$ cat src/rtl/exception_commit_unit_if.sv
// Commit-side event handshake, CP0 access bundle and fetch redirect signals
// shared between the exception commit unit and its surroundings.
interface exception_commit_unit_if;
    logic        commit_valid;
    logic        commit_ready;
    logic        commit_exc;
    logic        commit_eret;
    logic [4:0]  commit_exc_code;
    logic [31:0] commit_pc;
    logic        commit_bd;
    logic        commit_badv_valid;
    logic [31:0] commit_badvaddr;

    logic [31:0] cp0_status;
    logic [31:0] cp0_cause;
    logic [31:0] cp0_epc;
    logic [31:0] cp0_ebase;
    logic [4:0]  cp0_addr;
    logic [2:0]  cp0_sel;
    logic [31:0] cp0_wdata;
    logic        cp0_we;
    logic [31:0] cp0_rdata;

    logic        flush;
    logic        redirect_valid;
    logic [31:0] redirect_pc;

    // The environment side: commit stage, CP0 register file and fetch
    modport master (
        output commit_valid, commit_exc, commit_eret, commit_exc_code, commit_pc,
               commit_bd, commit_badv_valid, commit_badvaddr,
               cp0_status, cp0_cause, cp0_epc, cp0_ebase, cp0_rdata,
        input  commit_ready, cp0_addr, cp0_sel, cp0_wdata, cp0_we,
               flush, redirect_valid, redirect_pc
    );

    modport slave (
        input  commit_valid, commit_exc, commit_eret, commit_exc_code, commit_pc,
               commit_bd, commit_badv_valid, commit_badvaddr,
               cp0_status, cp0_cause, cp0_epc, cp0_ebase, cp0_rdata,
        output commit_ready, cp0_addr, cp0_sel, cp0_wdata, cp0_we,
               flush, redirect_valid, redirect_pc
    );
endinterface

$ cat src/rtl/exception_commit_unit.sv
// Serialises the CP0 side effects of an exception or ERET over the single CP0
// write port, then flushes the pipeline and redirects fetch.
module exception_commit_unit #(
    parameter logic [31:0] RESET_VECTOR_EXC = 32'hBFC00380,
    parameter logic [31:0] EXC_OFFSET       = 32'h00000180
) (
    input  logic                   clk,
    input  logic                   rst,
    exception_commit_unit_if.slave bus
);
    typedef enum logic [2:0] {
        IDLE, WR_BADV, WR_EPC, WR_CAUSE, WR_STATUS, ER_READ, ER_STATUS, REDIRECT
    } state_t;

    state_t state, state_n;

    logic        bd_q;
    logic [4:0]  code_q;
    logic [31:0] pc_q, status_q, cause_q, ebase_q, target_q;

    logic        accept;
    logic        bd_s;
    logic [31:0] pc_s, status_s;
    logic        cause_bd;

    logic        we_n, flush_n, redirect_valid_n;
    logic [4:0]  addr_n;
    logic [31:0] wdata_n, redirect_pc_n;

    assign accept           = bus.commit_valid && (state == IDLE);
    assign bus.commit_ready = (state == IDLE);
    assign bus.cp0_sel      = 3'd0;

    // Outputs are computed for the state being entered, so the first write
    // after accept must look at the live inputs rather than the snapshots.
    assign bd_s     = (state == IDLE) ? bus.commit_bd     : bd_q;
    assign pc_s     = (state == IDLE) ? bus.commit_pc     : pc_q;
    assign status_s = (state == IDLE) ? bus.cp0_status    : status_q;
    assign cause_bd = status_q[1] ? cause_q[31] : bd_q;

    // Event and CP0 snapshots taken at accept; ERET target latched from the read cycle
    always_ff @(posedge clk or posedge rst) begin
        if (rst) begin
            bd_q     <= 1'b0;
            code_q   <= 5'd0;
            pc_q     <= 32'd0;
            status_q <= 32'd0;
            cause_q  <= 32'd0;
            ebase_q  <= 32'd0;
            target_q <= 32'd0;
        end else begin
            if (accept) begin
                bd_q     <= bus.commit_bd;
                code_q   <= bus.commit_exc_code;
                pc_q     <= bus.commit_pc;
                status_q <= bus.cp0_status;
                cause_q  <= bus.cp0_cause;
                ebase_q  <= bus.cp0_ebase & 32'hFFFFF000;
            end
            if (state == ER_READ)
                target_q <= status_q[2] ? bus.cp0_rdata : bus.cp0_epc;
        end
    end

    always_ff @(posedge clk or posedge rst) begin
        if (rst) begin
            state              <= IDLE;
            bus.cp0_we         <= 1'b0;
            bus.cp0_addr       <= 5'd0;
            bus.cp0_wdata      <= 32'd0;
            bus.flush          <= 1'b0;
            bus.redirect_valid <= 1'b0;
            bus.redirect_pc    <= 32'd0;
        end else begin
            state              <= state_n;
            bus.cp0_we         <= we_n;
            bus.cp0_addr       <= addr_n;
            bus.cp0_wdata      <= wdata_n;
            bus.flush          <= flush_n;
            bus.redirect_valid <= redirect_valid_n;
            bus.redirect_pc    <= redirect_pc_n;
        end
    end

    always_comb begin
        state_n          = state;
        we_n             = 1'b0;
        addr_n           = 5'd0;
        wdata_n          = 32'd0;
        flush_n          = 1'b0;
        redirect_valid_n = 1'b0;
        redirect_pc_n    = 32'd0;

        case (state)
            IDLE: begin
                // An exception takes priority over a simultaneous ERET
                if (accept && bus.commit_exc)
                    state_n = bus.commit_badv_valid ? WR_BADV : WR_EPC;
                else if (accept && bus.commit_eret)
                    state_n = ER_READ;
            end
            WR_BADV:   state_n = WR_EPC;
            WR_EPC:    state_n = WR_CAUSE;
            WR_CAUSE:  state_n = WR_STATUS;
            WR_STATUS: state_n = REDIRECT;
            ER_READ:   state_n = ER_STATUS;
            ER_STATUS: state_n = REDIRECT;
            REDIRECT:  state_n = IDLE;
            default:   state_n = IDLE;
        endcase

        case (state_n)
            WR_BADV: begin
                we_n    = 1'b1;
                addr_n  = 5'd8;
                wdata_n = bus.commit_badvaddr;
            end
            WR_EPC: begin
                addr_n = 5'd14;
                if (!status_s[1]) begin
                    we_n    = 1'b1;
                    wdata_n = bd_s ? pc_s - 32'd4 : pc_s;
                end
            end
            WR_CAUSE: begin
                we_n    = 1'b1;
                addr_n  = 5'd13;
                wdata_n = (cause_q & ~32'h8000007C) | {cause_bd, 31'd0} | {25'd0, code_q, 2'b00};
            end
            WR_STATUS: begin
                we_n    = 1'b1;
                addr_n  = 5'd12;
                wdata_n = status_q | 32'h2;
            end
            ER_READ: begin
                addr_n = status_s[2] ? 5'd30 : 5'd14;
            end
            ER_STATUS: begin
                we_n    = 1'b1;
                addr_n  = 5'd12;
                wdata_n = status_q[2] ? (status_q & ~32'h4) : (status_q & ~32'h2);
            end
            REDIRECT: begin
                flush_n          = 1'b1;
                redirect_valid_n = 1'b1;
                if (state == ER_STATUS)
                    redirect_pc_n = target_q;
                else
                    redirect_pc_n = status_q[22] ? RESET_VECTOR_EXC : ebase_q + EXC_OFFSET;
            end
            default: ;
        endcase
    end
endmodule

$ cat src/flat_wrapper.sv
// flat-port wrapper written by rule: the top's interface ports become plain ports
module exception_commit_unit_flat 
#(
    parameter logic [31:0] RESET_VECTOR_EXC = 32'hBFC00380,
    parameter logic [31:0] EXC_OFFSET       = 32'h00000180
)
  (clk, rst, bus_commit_valid, bus_commit_exc, bus_commit_eret, bus_commit_exc_code, bus_commit_pc, bus_commit_bd, bus_commit_badv_valid, bus_commit_badvaddr, bus_cp0_status, bus_cp0_cause, bus_cp0_epc, bus_cp0_ebase, bus_cp0_rdata, bus_commit_ready, bus_cp0_addr, bus_cp0_sel, bus_cp0_wdata, bus_cp0_we, bus_flush, bus_redirect_valid, bus_redirect_pc);
  exception_commit_unit_if bus_i ();
  input  logic clk;
  input  logic rst;
  input wire logic [$bits(bus_i.commit_valid)-1:0] bus_commit_valid;
  input wire logic [$bits(bus_i.commit_exc)-1:0] bus_commit_exc;
  input wire logic [$bits(bus_i.commit_eret)-1:0] bus_commit_eret;
  input wire logic [$bits(bus_i.commit_exc_code)-1:0] bus_commit_exc_code;
  input wire logic [$bits(bus_i.commit_pc)-1:0] bus_commit_pc;
  input wire logic [$bits(bus_i.commit_bd)-1:0] bus_commit_bd;
  input wire logic [$bits(bus_i.commit_badv_valid)-1:0] bus_commit_badv_valid;
  input wire logic [$bits(bus_i.commit_badvaddr)-1:0] bus_commit_badvaddr;
  input wire logic [$bits(bus_i.cp0_status)-1:0] bus_cp0_status;
  input wire logic [$bits(bus_i.cp0_cause)-1:0] bus_cp0_cause;
  input wire logic [$bits(bus_i.cp0_epc)-1:0] bus_cp0_epc;
  input wire logic [$bits(bus_i.cp0_ebase)-1:0] bus_cp0_ebase;
  input wire logic [$bits(bus_i.cp0_rdata)-1:0] bus_cp0_rdata;
  output wire logic [$bits(bus_i.commit_ready)-1:0] bus_commit_ready;
  output wire logic [$bits(bus_i.cp0_addr)-1:0] bus_cp0_addr;
  output wire logic [$bits(bus_i.cp0_sel)-1:0] bus_cp0_sel;
  output wire logic [$bits(bus_i.cp0_wdata)-1:0] bus_cp0_wdata;
  output wire logic [$bits(bus_i.cp0_we)-1:0] bus_cp0_we;
  output wire logic [$bits(bus_i.flush)-1:0] bus_flush;
  output wire logic [$bits(bus_i.redirect_valid)-1:0] bus_redirect_valid;
  output wire logic [$bits(bus_i.redirect_pc)-1:0] bus_redirect_pc;
  assign bus_i.commit_valid = bus_commit_valid;
  assign bus_i.commit_exc = bus_commit_exc;
  assign bus_i.commit_eret = bus_commit_eret;
  assign bus_i.commit_exc_code = bus_commit_exc_code;
  assign bus_i.commit_pc = bus_commit_pc;
  assign bus_i.commit_bd = bus_commit_bd;
  assign bus_i.commit_badv_valid = bus_commit_badv_valid;
  assign bus_i.commit_badvaddr = bus_commit_badvaddr;
  assign bus_i.cp0_status = bus_cp0_status;
  assign bus_i.cp0_cause = bus_cp0_cause;
  assign bus_i.cp0_epc = bus_cp0_epc;
  assign bus_i.cp0_ebase = bus_cp0_ebase;
  assign bus_i.cp0_rdata = bus_cp0_rdata;
  assign bus_commit_ready = bus_i.commit_ready;
  assign bus_cp0_addr = bus_i.cp0_addr;
  assign bus_cp0_sel = bus_i.cp0_sel;
  assign bus_cp0_wdata = bus_i.cp0_wdata;
  assign bus_cp0_we = bus_i.cp0_we;
  assign bus_flush = bus_i.flush;
  assign bus_redirect_valid = bus_i.redirect_valid;
  assign bus_redirect_pc = bus_i.redirect_pc;
  exception_commit_unit #(.RESET_VECTOR_EXC(RESET_VECTOR_EXC), .EXC_OFFSET(EXC_OFFSET)) u_core (.clk(clk), .rst(rst), .bus(bus_i));
endmodule
$ cat config.mk
export PLATFORM = sky130hd
export DESIGN_NAME = exception_commit_unit_flat
export DESIGN_NICKNAME = d
export VERILOG_FILES = /design/src/rtl/exception_commit_unit_if.sv /design/src/rtl/exception_commit_unit.sv /design/src/flat_wrapper.sv
export SDC_FILE = /design/constraint.sdc
export NUM_CORES = 1
export LEC_CHECK = 0
export CORE_ASPECT_RATIO = 1.1
export CORE_MARGIN = 3
export CORE_UTILIZATION = 30
export CTS_CLUSTER_SIZE = 40
export DETAILED_ROUTE_END_ITERATION = 16
export HOLD_SLACK_MARGIN = 0.1
export SKIP_CTS_REPAIR_TIMING = 1
export SLEW_MARGIN = 20
export SYNTH_ARGS = -nofsm -noshare
export SYNTH_HDL_FRONTEND = slang
export SYNTH_SLANG_ARGS = --single-unit
$ cat constraint.sdc
create_clock -name clk -period 19.81 [get_ports clk]
set_input_delay 3.962 -clock clk [delete_from_list [all_inputs] [get_ports clk]]
set_output_delay 3.962 -clock clk [all_outputs]
set_load 0.02 [all_outputs]
Yosys cells after proc, flatten, opt, wreduce, memory -nomap -nowiden
Cells that the tools add are included.

storage, ports and cells
  bits in registers = 228
  bits of input ports = 236
  output and inout port bits = 76

operators by class
  $add $sub $neg = 2
  eq/ne operators = 14
  mux-type cells = 21
  bitwise gates (word level) = 2
  reduce and logical (&&, ||, !) cells = 7

operators by type and width
  cell                                                                   count
  32-bit 2-to-1 mux                                                      7
  32-bit one-hot mux with 5 select lines                                 1
  32-bit by 9-bit adder with 32-bit output, second input constant        1
  31-bit by 32-bit bitwise OR with 32-bit output                         1
  32-bit by 7-bit bitwise OR with 32-bit output                          1
  32-bit by 3-bit subtractor with 32-bit output, second input constant   1
  5-bit one-hot mux with 5 select lines                                  1
  3-bit equality test, second input constant                             8
  3-bit one-hot mux with 7 select lines                                  1
  3-bit by 2-bit equality test with 1-bit output, second input constant  4
  3-bit 2-to-1 mux                                                       3
  3-bit by 1-bit equality test with 1-bit output, second input constant  2
  5-bit 2-to-1 mux                                                       1
  1-bit 2-to-1 mux                                                       4
  2-bit 2-to-1 mux                                                       2
  2-bit OR reduction                                                     2
  4-bit OR reduction                                                     1
  1-bit logical AND                                                      3
  3-bit zero test                                                        1
  1-bit one-hot mux with 2 select lines                                  1

Longest topological paths before layout
Gate-level depths: netlist of the first run.

  word-level depth = 9
  gate-level depth with buffers = 13
  depth with buffers taken out = 8

Least setup slack after synthesis of the first run
Ideal clock, no wire load.

  kind = input to register
  start = input bus_commit_pc[10]
  end = register u_core.bus.cp0_wdata[30]
  library setup time = 95 ps
  arrival time = 5450 ps
  data required time = 19715 ps
  setup slack = 14265 ps
  stages on the path = 5
  cell sequence = or4_1 -> mux2_2 -> a21o_1 -> o31a_1 -> o31ai_1

on the way
  longest elaborated chain between the ends = 5

ends and longest elaborated chain
  what                                           line                            source
  start, declared                                flat_wrapper.sv:15              input wire logic [$bits(bus_i.commit_pc)-1:0] bus_commit_pc;
  32-bit 2-to-1 mux                              exception_commit_unit.sv:37     assign pc_s = (state == IDLE) ? bus.commit_pc : pc_q;
  32-bit by 3-bit subtractor with 32-bit output  exception_commit_unit.sv:122    wdata_n = bd_s ? pc_s - 32'd4 : pc_s;
  32-bit 2-to-1 mux                              exception_commit_unit.sv:122
  32-bit 2-to-1 mux                              exception_commit_unit.sv:120    if (!status_s[1]) begin
  32-bit one-hot mux with 5 select lines         exception_commit_unit.sv:112    case (state_n)
  via u_core.wdata_n[30]                         exception_commit_unit.sv:28     logic [31:0] wdata_n, redirect_pc_n;
  end signal, assigned                           exception_commit_unit.sv:78     bus.cp0_wdata <= wdata_n;
  end, declared                                  exception_commit_unit_if.sv:41  output commit_ready, cp0_addr, cp0_sel, cp0_wdata, cp0_we,

The timed path passes the listed nets, and every way through them passes these cells.
A chain may end at the register's enable or synchronous reset.

Worst setup path in the final report of the first run
  start = register u_core.state[0]
  end = output bus_commit_ready

on the way
  longest elaborated chain between the ends = 1

ends and longest elaborated chain
  what                    line                         source
  start, declared         exception_commit_unit.sv:15  state_t state, state_n;
  start signal, assigned  exception_commit_unit.sv:75  state <= state_n;
  3-bit zero test         exception_commit_unit.sv:31  assign bus.commit_ready = (state == IDLE);
  end, declared           flat_wrapper.sv:24           output wire logic [$bits(bus_i.commit_ready)-1:0] bus_commit_ready;

No other way between the ends.

==> results.json, run 1 <==
{
  "status": "complete, no violations",
  "worstPathMaxFanout": 50,
  "root_buffer": "clkbuf_16",
  "irDropWorstVdd_mv": 0.0623,
  "grt_antenna_before_repair": 0,
  "hold_path_class": "flop to flop",
  "layout_common_cells": "nand2_1 (414), clkdlybuf4s50_1 (291), dfrtp_1 (222), mux2i_1 (63), o21ai_0 (51)",
  "die_h_um": 202,
  "power_density_nw_per_um2": 142,
  "via_per_inst": 5.05,
  "grt_max_degree": 151,
  "finalSetupViolations": 0,
  "yosysWarnings": 0,
  "layout_min_cycle_time_ns": 6.86,
  "path_class": "flop to output pin",
  "drv_slew": 0,
  "vias": 9237,
  "clock-skew-final_ns": 0.0170,
  "grt_overflow": 0,
  "wirelength_um": 35300,
  "io_buffers": 291,
  "diodes": 0,
  "startpoint_type": "flop",
  "cp_slowest_cell": "or3_4",
  "crit_path_max_incr_delay_ns": 0.69,
  "p_seq_frac": 0.378,
  "ios": 312,
  "mostFrequentLayoutCell": "nand2_1",
  "nNetsFinal": 1611,
  "p_leak_nw": 6.61,
  "ant_nets": 0,
  "min_path_cells": 2,
  "clock.fmax_mhz": 146,
  "die_w_um": 184,
  "synthToLayoutAreaGrowth_pct": 39.0,
  "tritoncts": "done",
  "synth_cell_types": 65,
  "drv_cap": 0,
  "coreArea_sq_um": 34300,
  "worstPathArrival_ns": 2.90,
  "ys_ff_latch": 223,
  "fin_crit_sh": 0.346,
  "cts_max_path_buffers": 3,
  "holdWs_ns": 0.474,
  "cp-end-kind": "output pin",
  "p_sw_frac": 0.383,
  "netlist_instances": 1122,
  "synthesis.area_sq_um": 10500,
  "max_slew_margin": 0.297,
  "dr.pass1.iters": 7,
  "worst_skew_pair.late_latency_ns": 0.54,
  "hpwl_um": 24500,
  "required_ns": 15.85,
  "synthFlopType": "dfrtp_1",
  "postSynthAreaPerCell_sq_um": 9.34,
  "async_flop_share": 1.00,
  "rsz0062_at_grt": "false",
  "cts.clk_slew.worst_paths_ns": 0.06,
  "final_cells": 1830,
  "hold_violations": 0,
  "drt_iter0_markers": 773,
  "clock-sinks": 223,
  "combPwrFrac": 0.384,
  "dieArea_sq_um": 37200,
  "yosysSeqAreaShare": 0.533,
  "grt_use_total": 0.184,
  "grt_first_pass_wirelength_um": 53800,
  "p_int_w": 0.00128,
  "wl_per_cell_um": 19.3,
  "synth-edff-count": 0,
  "worstPathCellList": "or3_4, inv_8, clkdlybuf4s50_1",
  "gp_congestion": 0.834,
  "rows": 71,
  "drc_errors": 0,
  "clkPwrFrac": 0.238,
  "worst_pin_slew_ns": 1.05,
  "final_util": 0.424,
  "initial_core_util": 0.305,
  "tns_ns": 0,
  "p_switching_w": 0.000794,
  "cts_buffers": 25,
  "r2r.worst_path.cells": 8,
  "htree_levels": 1,
  "grt_pass1_vias": 9241,
  "drive_above_1_share": 0.0553,
  "finalPower_w": 0.00207,
  "dp_cells": 1785
}
-- path summary, 6_finish.rpt --
| path | endpoint | from | slack (ns) |
|---|---|---|---|
| max reg2reg | u_core.bus.cp0_wdata[30] | u_core.state[0] | 15.91 |
| min reg2reg | u_core.target_q[3] | u_core.target_q[3] | 0.47 |
| max | bus_commit_ready | u_core.state[0] | 12.95 |
| min | u_core.target_q[3] | u_core.target_q[3] | 0.47 |
| min in group asynchronous | u_core.status_q[27] | rst | 3.98 |
| max in group asynchronous | u_core.status_q[30] | rst | 14.24 |
-- cell type report --
type	count	area (sq um)
Clock inverter	9	141
Clock buffer	36	737
Tap cell	438	548
Sequential cell	223	5580
Timing Repair Buffer	300	2980
Inverter	6	42.5
Fill cell	3363	19700
Multi-Input combinational cell	818	4520
-- metal layers --
metal | share of wire | global-route usage | vias to the layer above | wire (um)
met3 | 0.070 | 0.0349 | 29 | 2470
li1 | - | - | 4369 | -
met5 | 0 | 0 | - | 0
met2 | 0.49 | 0.312 | 333 | 17200
met1 | 0.43 | 0.248 | 4506 | 15200
met4 | 0.015 | 0.0354 | 0 | 519
-- cells in the mapped netlist (7+ instances only) --
master | instances | area (sq um)
a21oi_1 | 10 | 50.1
a222oi_1 | 30 | 300
a22oi_1 | 12 | 90.1
and3_1 | 12 | 75.1
buf_2 | 20 | 100
clkbuf_1 | 44 | 165
dfrtp_1 | 223 | 5580
mux2i_1 | 63 | 631
nand2_1 | 415 | 1560
nand3_1 | 21 | 105
nand4_1 | 14 | 87.6
nor2_1 | 36 | 135
nor3_1 | 24 | 120
nor4_1 | 10 | 62.6
o21ai_0 | 51 | 255
o22ai_1 | 11 | 68.8
xnor2_1 | 7 | 61.3
xor2_1 | 10 | 87.6
-- cell families (layout without fill, tap and decap cells) --
group                    count (synthesis)  in the layout  share of synthesized area
buffers and inverters                   83            351                     0.0398
adder cells (fa/ha/maj)                  1              1                    0.00119
AND/OR/NAND/NOR                        571            571                      0.237
other                                    1              3                   0.000358
XOR/XNOR                                17             17                     0.0142
AO/OA/AOI/OAI                          159            159                      0.110
multiplexers                            67             67                     0.0645
flip-flops                             223            223                      0.533
-- worst max-delay path: cells and delay by family, from the launching register on --
kind	cells	cell delay, ns
buf+inv	2	1.07
flops	1	0.56
simple gates	1	0.69
-- power by group through the flow --
stage / Sequential, W / Clock [W] / Combinational (W)
6_report: 0.000783 / 0.000494 / 0.000796
5_1_grt: 0.000809 / 0.000528 / 0.000888
4_1_cts: 0.000783 / 0.000510 / 0.000806
3_5_place_dp: 0.000789 / 0 / 0.000805
2_1_floorplan: 0.000792 / 0 / 0.000477
3_3_place_gp: 0.000783 / 0 / 0.000793
-- state kept, by name (all words and copies together), names as in the netlist --
signal and flops:
u_core.bus.cp0_wdata 32, u_core.ebase_q 20, u_core.bus.cp0_we 1, u_core.code_q 5
u_core.state 3, u_core.target_q 32, u_core.pc_q 32, u_core.bus.cp0_addr 5
u_core.cause_q 27, u_core.bd_q 1, u_core.bus.redirect_pc 32, u_core.bus.flush 1
u_core.status_q 32
-- per-stage QoR --
stage | setup slack (ns) | cell area [sq um]
3_5_place_dp | 12.97 | 13700
2_1_floorplan | 9.74 | 10500
3_3_place_gp | 13.02 | 13700
5_1_grt | 12.80 | 14600
4_1_cts | 12.91 | 14600
6_report | 12.95 | 14600
(Power assumes the default switching activity.)
==> inputs of run 2 (changes only) <==
clock period = 5.6 ns   (was 19.81 ns; I/O delays follow)
==> results.json, run 2 (synthesized netlist as in run 1, its figures left out) <==
{
  "status": "complete, no violations",
  "worstPathArrival_ns": 2.91,
  "worstHoldStart": "u_core.cause_q[31]",
  "r2r.worst_path.cells": 8,
  "startpoint_type": "flop",
  "die_w_um": 184,
  "grt_pass1_vias": 9204,
  "hold_path_class": "flop to flop",
  "cp-end-kind": "output pin",
  "io_buffers": 291,
  "min_path_cells": 2,
  "cp_slowest_cell": "or3_4",
  "ant_nets": 0,
  "layout_min_cycle_time_ns": 4.03,
  "coreArea_sq_um": 34300,
  "path_class": "flop to output pin",
  "via_per_inst": 5.09,
  "finalPower_w": 0.00735,
  "die_h_um": 202,
  "drive_above_1_share": 0.0594,
  "fin_crit_sh": 0.720,
  "max_slew_margin": 0.262,
  "clock-sinks": 223,
  "wl_per_cell_um": 19.4,
  "drt_iter0_markers": 867,
  "r2r_setup_slack_ns": 1.60,
  "hold_end": "u_core.cause_q[31]",
  "clock.fmax_mhz": 248,
  "worst_skew_pair.late_latency_ns": 0.53,
  "hold_violations": 0,
  "tns_ns": 0,
  "worst_r2r_endpoint": "u_core.bus.cp0_wdata[20]",
  "power_density_nw_per_um2": 503,
  "layout_common_cells": "nand2_1 (414), clkdlybuf4s50_1 (291), dfrtp_1 (222), mux2i_1 (63), o21ai_0 (51)",
  "drc_errors": 0,
  "grt_max_degree": 142,
  "clock-skew-final_ns": 0.0100,
  "hpwl_um": 24700,
  "cts.clk_slew.worst_paths_ns": 0.06,
  "grt_overflow": 0,
  "worstPathCellList": "or3_4, inv_8, clkdlybuf4s50_1",
  "rr_startpoint": "u_core.state[0]",
  "nNetsFinal": 1615,
  "crit_path_max_incr_delay_ns": 0.69,
  "dieArea_sq_um": 37200,
  "gp_congestion": 0.881,
  "holdWs_ns": 0.470,
  "worst_pin_slew_ns": 1.11,
  "rows": 71,
  "grt_use_total": 0.183,
  "dr.pass1.iters": 9,
  "htree_levels": 1,
  "ios": 312,
  "cts_buffers": 26,
  "drv_slew": 0,
  "irDropWorstVdd_mv": 0.244,
  "p_leak_nw": 6.64,
  "worstPathMaxFanout": 50,
  "crit_family": "buffers and inverters",
  "required_ns": 4.48,
  "mostFrequentLayoutCell": "nand2_1",
  "initial_core_util": 0.305,
  "worst-path-buf-inv": 2,
  "synthToLayoutAreaGrowth_pct": 39.4,
  "grt_first_pass_wirelength_um": 53600,
  "grt_antenna_before_repair": 2,
  "rsz0062_at_grt": "false",
  "root_buffer": "clkbuf_16",
  "cts_max_path_buffers": 3,
  "wirelength_um": 35500,
  "tritoncts": "done",
  "drv_cap": 0,
  "vias": 9352,
  "finalSetupViolations": 0
}
==> run 2: power breakdown <==
part | internal [W] | switching (W)
clock network | 0.00107 | 0.000688
registers | 0.00229 | 0.000488
logic | 0.00119 | 0.00162
total | 0.00455 | 0.00280
==> run 2: worst max-delay path by stage <==
| stage | from | end | slack (ns) | cells after the start |
|---|---|---|---|---|
| final | u_core.state[0] | bus_commit_ready | 1.57 | 3 |
| after CTS | u_core.state[0] | bus_commit_ready | 1.56 | 3 |
| after detailed placement | u_core.state[0] | u_core.bus.cp0_wdata[20] | 1.67 | 8 |
| after floorplan | rst | u_core.bd_q | 1.57 | 1 |
| after global placement | u_core.state[0] | u_core.bus.cp0_wdata[20] | 1.73 | 8 |
| after global routing | u_core.state[0] | u_core.bus.cp0_wdata[20] | 1.35 | 8 |
==> run 2: cell type report <==
class                      instances  area, sq um
antenna                            1         2.50
clock buffer                      38          797
clock inverter                     9          101
fill                            3384        19700
inverter                           6         33.8
multi-input combinational        818         4520
sequential                       223         5580
tap                              438          548
timing repair buffer             303         3020
==> run 2: through the flow <==
stage | cell area, sq um | setup WS [ns] | instances | util
detailed placement | 13700 | 1.67 | 1788 | 0.400
global placement | 13700 | 1.73 | 1788 | 0.400
floorplan | 10500 | 1.57 | 1124 | -
finish | 14600 | 1.57 | 1836 | 0.426
global route | 14600 | 1.35 | 1835 | 0.426
CTS | 14600 | 1.56 | 1835 | 0.426
==> run 2: routing by layer <==
layer,up-vias,part of all wire,track usage
li1,4388,-,-
met1,4558,0.42,0.242
met2,368,0.49,0.313
met3,38,0.079,0.0389
met4,0,0.016,0.0319
met5,-,0,0
==> run 2: tightest hold or removal path: cells and delay by family (launching register included) <==
family	cells	cell delay, ns
simple gates	2	0.10
flops	1	0.34
==> variant, RTL diff (settings of run 1) <==
Re-encode `state_t` (8 states) as one-hot, 8 bits wide.
--- a/src/rtl/exception_commit_unit.sv
+++ b/src/rtl/exception_commit_unit.sv
@@ -8,8 +8,8 @@
     input  logic                   rst,
     exception_commit_unit_if.slave bus
 );
-    typedef enum logic [2:0] {
-        IDLE, WR_BADV, WR_EPC, WR_CAUSE, WR_STATUS, ER_READ, ER_STATUS, REDIRECT
+    typedef enum logic [7:0] {
+        IDLE = 8'b00000001, WR_BADV = 8'b00000010, WR_EPC = 8'b00000100, WR_CAUSE = 8'b00001000, WR_STATUS = 8'b00010000, ER_READ = 8'b00100000, ER_STATUS = 8'b01000000, REDIRECT = 8'b10000000
     } state_t;
 
     state_t state, state_n;
Check against the original RTL: no difference found for any inputs over 4 cycles, from zero or initial values and one cycle with rst high; so few cycles prove little.
==> variant against run 1 <==
  * Total power grew 4.5%
  * Final area grew 1.2%
  * Maximum frequency up 5.5%
  * Worst setup slack gained 360 ps
  * Register-to-register slack gained 70 ps
  * Non-clock buffer count grew 3
  * Sequential cell count grew 5
  * Critical path type unchanged
  * Synthesized area is 1.3% higher
  * Worst hold slack got worse by 7.3 ps
  * Clock skew fell by 5.4 ps
  * Highest routed layer is now met5
  * Routed wire length up 3.2%
==> variant: results (changes against run 1) <==
Post-synth ARST share=100% (unchanged); TritonCTS Buffers=27 (was 25); Place WS=12820 ps (was 12970 ps); antenna viol nets, final=0 (unchanged); Iter 0 DRT Violations=401 (was 773); Yosys cell types=53 (was 65); clk slew on worst S/H paths=60 ps (about the same); Leak=6.74 nW (was 6.61 nW); CP Max Fanout=6 (was 50); total track usage=18.7% (was 18.4%); Psw=874 uW (was 794 uW); worst slew pin tran=1050 ps (about the same); DP Area=13900 um^2 (was 13700 um^2); total number of vias=9255 (was 9237); First-pass DRT Iterations=5 (was 7); Hold Path Class=reg2reg (unchanged); Longest Clk Path Bufs=3 (unchanged); setup slack, reg-to-reg=15980 ps (was 15910 ps); status=finished clean (unchanged); first-pass GRT wire length=54900 um (was 53800 um); GPL Wtd Cong=0.853 (was 0.834); critical path launch point type=flip-flop (unchanged); final clock skew=11.6 ps (was 17.0 ps); layout cells sized above 1=4.81% (was 5.53%); vias in the first global route=9546 (was 9241); Max VDD drop=0.0000787 V (was 0.0000623 V); slowest CP cell=clkdlybuf4s50_1 (was or3_4); Root Buffer=clkbuf_16 (unchanged); sequential share of the synthesized area=53.8% (was 53.3%); reg2reg start=u_core.state[0] (unchanged); Largest delay share family, worst path=simple AND/OR/NAND/NOR gates (was buffers and inverters); NumNets Final=1674 (was 1611); IO buf count=291 (unchanged); CP Data Arrival Time=2540 ps (was 2900 ps); top post-synthesis cells by area=dfrtp_1 (54%), nand2_1 (15%), mux2i_1 (6.1%) (was dfrtp_1 (53%), nand2_1 (15%), mux2i_1 (6.0%)); final wirelength=36500 um (was 35300 um); Final Cycle Share=32.8% (was 34.6%); DP HPWL=25600 um (was 24500 um); largest net degree at the start of global routing=100 (was 151); most frequent cells after synthesis=nand2_1 (432), dfrtp_1 (227), o21ai_0 (74) (was nand2_1 (415), dfrtp_1 (223), mux2i_1 (63)); Hold WS=466 ps (was 474 ps); H-tree depth reported by CTS=1 (unchanged); Yosys warnings=0 (unchanged); Worst Min Path Start=u_core.status_q[7] (was u_core.target_q[3]); CP max stage delay=680 ps; worst skew pair latency=approximately 530 ps; initial antenna violation count=7 (was 0)
-- variant: cell count changes after synthesis, moves of 13 or more --
cell,delta
buf_2,-13
a222oi_1,-28
o21ai_0,+23
xnor2_1,+15
a22o_1,+28
a21oi_1,+38
nand2_1,+17
-- variant: kinds of logic (layout without fill, tap and decap cells) --
kind of cell             count (synthesis)  in the layout  synth area share, %
AND/OR/NAND/NOR                        601            601                 24.5
flip-flops                             228            228                 53.8
AO/OA/AOI/OAI                          167            167                 9.37
buffers and inverters                   77            355                 3.05
multiplexers                            69             69                 6.61
XOR/XNOR                                31             31                 2.56
adder cells (fa/ha/maj)                  1              1                0.118
other                                    1              4               0.0353
-- variant: routing by layer --
layer | vias to the layer above | track usage, % | routed length, um
met1 | 4400 | 22.1 | 14500
met3 | 60 | 5.49 | 3360
met5 | - | 0 | 79
li1 | 4432 | - | -
met4 | 12 | 3.59 | 657
met2 | 351 | 33.8 | 17900
-- variant: area by class of cell --
| type | count | area, um^2 |
|---|---|---|
| fillers | 3418 | 19800 |
| flip-flops and latches | 228 | 5710 |
| multi-input cells | 872 | 4620 |
| repair buffers | 303 | 3010 |
| clock buffers | 40 | 764 |
| well taps | 438 | 548 |
| clock inverters | 7 | 63.8 |
| inverters | 5 | 26.3 |
| diodes | 1 | 2.50 |
-- variant: power by group through the flow --
stage	sequential [mW]	combinational (mW)	clock [mW]
floorplan	0.790	0.572	0
global placement	0.800	0.898	0
detailed placement	0.807	0.913	0
CTS	0.800	0.917	0.486
global route	0.825	1.00	0.503
finish	0.800	0.894	0.472
-- variant: through the flow --
| step | std cells | total power, mW |
|---|---|---|
| finish | 1894 | 2.17 |
| global route | 1893 | 2.33 |
| CTS | 1893 | 2.20 |
| detailed placement | 1846 | 1.72 |
| global placement | 1846 | 1.70 |
| floorplan | 1177 | 1.36 |
-- variant: path summary, 6_finish.rpt --
check                                           endpoint  cells past startpoint
min in group asynchronous               u_core.code_q[2]                      2
worst min register to register        u_core.status_q[7]                      2
worst max-delay path                    bus_commit_ready                      3
max in group asynchronous             u_core.ebase_q[12]                      3
worst min-delay path                  u_core.status_q[7]                      2
worst max register to register  u_core.bus.cp0_wdata[18]                     12
-- variant: worst min-delay path, delay by kind of cell (launching register included) --
kind	cells	cell delay, ps
AND/OR/NAND/NOR	2	100
flip-flops	1	340
